==> src/rtl/input_conditioner.sv <==
// Synchronises and debounces the switch bus and active-low buttons, turning each press into one operand update plus a valid/ack event.
// Strobes appear DEBOUNCE_CYCLES+2 cycles after a raw change and value/event one cycle later; no backpressure: an unacked event is overwritten and flagged in overrun.
module input_conditioner #(
  parameter int DEBOUNCE_CYCLES = 50000
) (
  input  logic       clk,
  input  logic       reset,
  input  logic [3:0] num,
  input  logic       suma,
  input  logic       resta,
  input  logic       evt_ack,
  output logic [3:0] num_q,
  output logic       suma_lvl,
  output logic       resta_lvl,
  output logic       suma_pulse,
  output logic       resta_pulse,
  output logic [7:0] value,
  output logic       evt_valid,
  output logic [1:0] evt_code,
  output logic       overrun
);

  localparam logic [19:0] CNT_LAST = 20'(DEBOUNCE_CYCLES - 1);
  // The word counter only starts once the new word has been seen twice, so it accepts one count earlier.
  localparam logic [19:0] NUM_LAST = 20'(DEBOUNCE_CYCLES - 2);

  logic [1:0]  suma_sync;
  logic [1:0]  resta_sync;
  logic [3:0]  num_s1;
  logic [3:0]  num_s2;
  logic [3:0]  num_prev;
  logic [19:0] suma_cnt;
  logic [19:0] resta_cnt;
  logic [19:0] num_cnt;
  logic        suma_in;
  logic        resta_in;
  logic        any_pulse;

  always_ff @(posedge clk) begin
    if (reset) begin
      suma_sync  <= 2'b11;
      resta_sync <= 2'b11;
      num_s1     <= '0;
      num_s2     <= '0;
      num_prev   <= '0;
    end else begin
      suma_sync  <= {suma_sync[0], suma};
      resta_sync <= {resta_sync[0], resta};
      num_s1     <= num;
      num_s2     <= num_s1;
      num_prev   <= num_s2;
    end
  end

  assign suma_in   = ~suma_sync[1];
  assign resta_in  = ~resta_sync[1];
  assign any_pulse = suma_pulse | resta_pulse;

  always_ff @(posedge clk) begin
    if (reset) begin
      suma_cnt   <= '0;
      suma_lvl   <= 1'b0;
      suma_pulse <= 1'b0;
    end else begin
      suma_pulse <= 1'b0;
      if (suma_in == suma_lvl) begin
        suma_cnt <= '0;
      end else if (suma_cnt == CNT_LAST) begin
        suma_cnt   <= '0;
        suma_lvl   <= suma_in;
        suma_pulse <= suma_in;
      end else begin
        suma_cnt <= suma_cnt + 20'd1;
      end
    end
  end

  always_ff @(posedge clk) begin
    if (reset) begin
      resta_cnt   <= '0;
      resta_lvl   <= 1'b0;
      resta_pulse <= 1'b0;
    end else begin
      resta_pulse <= 1'b0;
      if (resta_in == resta_lvl) begin
        resta_cnt <= '0;
      end else if (resta_cnt == CNT_LAST) begin
        resta_cnt   <= '0;
        resta_lvl   <= resta_in;
        resta_pulse <= resta_in;
      end else begin
        resta_cnt <= resta_cnt + 20'd1;
      end
    end
  end

  always_ff @(posedge clk) begin
    if (reset) begin
      num_cnt <= '0;
      num_q   <= '0;
    end else if (num_s2 == num_q || num_s2 != num_prev) begin
      num_cnt <= '0;
    end else if (num_cnt == NUM_LAST) begin
      num_cnt <= '0;
      num_q   <= num_s2;
    end else begin
      num_cnt <= num_cnt + 20'd1;
    end
  end

  always_ff @(posedge clk) begin
    if (reset) begin
      value <= '0;
    end else if (suma_pulse && !resta_pulse) begin
      value <= value + {4'b0, num_q};
    end else if (resta_pulse && !suma_pulse) begin
      value <= value - {4'b0, num_q};
    end
  end

  // A new strobe takes priority over an ack in the same cycle.
  always_ff @(posedge clk) begin
    if (reset) begin
      evt_valid <= 1'b0;
      evt_code  <= '0;
      overrun   <= 1'b0;
    end else if (any_pulse) begin
      evt_valid <= 1'b1;
      evt_code  <= {resta_pulse, suma_pulse};
      if (evt_valid && !evt_ack) overrun <= 1'b1;
    end else if (evt_ack) begin
      evt_valid <= 1'b0;
    end
  end

endmodule

==> config.mk <==
export PLATFORM = sky130hd
export DESIGN_NAME = input_conditioner
export DESIGN_NICKNAME = d
export VERILOG_FILES = /design/src/rtl/input_conditioner.sv
export SDC_FILE = /design/constraint.sdc
export NUM_CORES = 1
export LEC_CHECK = 0
export CAP_MARGIN = 15
export CORE_ASPECT_RATIO = 2
export CORE_MARGIN = 2
export CORE_UTILIZATION = 50
export DETAILED_ROUTE_END_ITERATION = 16
export GPL_TIMING_DRIVEN = 0
export HOLD_SLACK_MARGIN = 0.02
export PLACE_DENSITY = 0.73
export SYNTH_ARGS = -nofsm -noshare
export SYNTH_HDL_FRONTEND = slang
export SYNTH_SLANG_ARGS = --single-unit
==> constraint.sdc <==
create_clock -name clk -period 3.2 [get_ports clk]
set_input_delay 0.64 -clock clk [delete_from_list [all_inputs] [get_ports clk]]
set_output_delay 0.64 -clock clk [all_outputs]
set_load 0.03 [all_outputs]
==> results of run 1 <==
final cells by class:
cell class	count	area [um^2]	share of cell area, %
plain buffers	13	70.1	1.39
clock buffers	10	239	4.75
clock inverters	6	67.6	1.34
inverters	18	67.6	1.34
multi-input cells	350	2270	45.1
flip-flops and latches	96	1920	38.2
well taps	100	125	2.49
repair buffers	27	270	5.37
sequential cells by signal, indices dropped and copies added (netlist names):
register / count
resta_pulse: 1
resta_sync: 2
num_s1: 4
num_cnt: 20
resta_cnt: 20
value: 8
suma_pulse: 1
suma_cnt: 20
suma_sync: 2
num_s2: 4
overrun: 1
evt_code: 2
suma_lvl: 1
num_prev: 4
num_q: 4
evt_valid: 1
resta_lvl: 1
metal layers:
metal / track usage, % / vias to the layer above / wire, um
li1: - / 1671 / -
met4: 9.08 / 0 / 180
met1: 18.3 / 1556 / 3330
met2: 35.1 / 61 / 4500
met5: 0 / - / 0
met3: 3.94 / 18 / 262
critical path: cells and delay by family (launching register included):
| kind | cells | cell delay, ns |
|---|---|---|
| AOI/OAI and AO/OA | 2 | 0.27 |
| DFF | 1 | 0.37 |
| and+or+nand+nor | 3 | 0.88 |
| muxes | 2 | 0.63 |
| adders and majority gates | 2 | 0.60 |
cell usage in the layout (no fill, tap or decap), drive strengths merged:
cell type      Yosys  layout
and3              11      11
ha                17      17
a31oi              1       1
fa                 1       1
nand3b             1       1
nor2              92      92
bufinv             0       1
nor3b              2       2
clkbuf             5      15
dfxtp             96      96
nor3              10      10
o21ai              5       5
mux2               3       3
a21boi             2       2
buf                8       8
clkdlybuf4s50      0      27
a211o              1       1
clkinvlp           0       2
or3                4       4
nor4bb             1       1
and4               1       1
a211oi             2       2
clkinv             0       2
nand2b             4       4
nand4             14      14
or4b               1       1
a21oi             10      10
nand2             23      23
or2                5       5
nor4b              6       6
nand3             30      30
nor4               8       8
xnor2             31      31
mux2i             10      10
or4                2       2
nor2b             13      13
o22ai              2       2
inv               18      19
xor2              37      37
kinds of logic (layout without fill, tap and decap cells):
kind of cell	count (synthesis)	after routing	synth area share, %
and+or+nand+nor	228	228	27.1
DFF	96	96	44.4
xor gates and xnor gates	68	68	13.8
buffers and inverters	31	74	3.18
AOI/OAI and AO/OA	23	23	3.07
adders and majority gates	18	18	5.38
muxes	13	13	3.09
stage by stage:
step	setup WS, ns	cell area, um^2	utilization [%]	power (mW)
floorplan	0.404	4330	-	1.27
global placement	0.382	4720	55.4	1.29
detailed placement	0.352	4720	55.4	1.29
CTS	0.328	5030	59.0	2.37
global route	0.209	5030	59.0	2.42
finish	0.335	5030	59.0	2.35
power by group:
group	switching (mW)	internal, mW
combinational	0.0286	0.0229
sequential	0.00705	1.20
clock	0.453	0.629
total	0.489	1.86
worst paths after layout:
path         slack (ns)      endpoint    startpoint
max reg2reg        0.34      value[7]      num_q[0]
max                0.34      value[7]      num_q[0]
min                0.42  suma_sync[1]  suma_sync[0]
min reg2reg        0.42  suma_sync[1]  suma_sync[0]
==> out/summary.txt, run 1 <==
share of cells above drive strength 1 -> 7.50%
worst-case reg-to-reg path depth -> 9
vias per std cell -> 5.33
MaxCap Viol Count -> 0
EDFF count, synth -> 0
cts hold-fix bufs -> 0
synth warn -> 0
wire per inst -> 13.3 um
Cell Rows -> 48
total power per unit cell area -> 466 mW/mm^2
crit start category -> flip-flop
WL final -> 8280 um
mapped cell area -> 0.00433 mm^2
most common cell in the netlist -> dfxtp_1
router iterations before antenna repair -> 4
vias in the first global route -> 3363
Commonest cells post-synth -> 96 x dfxtp_1, 91 x nor2_1, 37 x xor2_1
TritonCTS clock tree -> done
first-pass GRT wire length -> 14200 um
setup bufs post-CTS -> 0
Max Root-Sink Buffers -> 2
Worst EP required -> 3.43 ns
area added between synthesis and finish -> 16.2%
leading post-synthesis cells by cell area -> dfxtp_1 44%, nor2_1 7.9%, xor2_1 7.5%
ys flop type -> dfxtp_1
Worst setup EP type -> flip-flop
final count of pins violating max slew -> 0
RSZ-0062 raised after global routing -> false
share of the synthesized area in the top cell type -> 44.4%
Setup TNS -> 0 ns
hold_ws -> 0.419 ns
clk sink count -> 96
Syn Inst Count -> 477
Final Wtd Congestion -> 0.876
post-route insts no fill -> 620
Final Net Count -> 542
pin count of the biggest net entering global routing -> 17
Critical Path AT -> 3.10 ns
# port buffers -> 27
period utilization -> 89.5%
CP Cell Sequence -> nor3_1 -> ha_1 -> mux2_2 -> ha_1 -> nand4_1 -> a21oi_1 -> or4_1 -> a21boi_0 -> mux2_2
GRT Residual Overflow -> 0
hold path depth -> 1
die area -> 0.00946 mm^2
post-detailed-route count of antenna-violating nets -> 0
Detail Placement HPWL -> 6200 um
CTS buffer count -> 9
synth unique cells -> 44
Root Buffer -> clkbuf_16
Final setup viols -> 0
drt initial violations -> 164
Avg Inst Size Synth -> 9.07 um^2
outcome -> completed
Chip Height -> 136 um
leakage -> 1.78 nW
Final min period -> 2.86 ns
drt drc -> 0
number of top-level pins -> 29
sequential element share of the synthesized area -> 44.4%
Post-CTS Resized -> 0
GRT Total Usage -> 18.4%
Hold Vio Cnt, Final -> 0
Worst Skew -> 0.00897 ns
async set-reset flop share out of synthesis -> 0%
clk_lat worst skew -> 0.34 ns
min-delay worst type -> flip-flop to flip-flop
Core Area -> 0.00853 mm^2
CP max FO -> 6
FMAX -> 349 MHz
Crit-path slowest cell -> or4_1
relative max-transition margin -> 60.2%
Vias -> 3306
Starting Density -> 50.7%
worst vdd ir -> 313 uV
register bit total from synthesis -> 96
Die X -> 69.8 um
Clock Pin Slew Worst Setup and Hold Paths -> 0.06 ns
slowest cell delay on critical path -> 0.47 ns
Synth area leader -> dfxtp_1
initial antenna violation count -> 0
Worst-Margin Slew -> 0.591 ns
Setup CP Type -> flip-flop to flip-flop
fillers -> 752
htree depth -> 3
syn_nets -> 504
ant diodes -> 0
placed insts -> 604
Power figures use the tool's default switching activity.
==> inputs of run 2 (changes only) <==
- CAP_MARGIN: 15 -> 20
==> results of run 2 <==
Same layout as run 1: the final DEF is identical, and so are final timing and power.
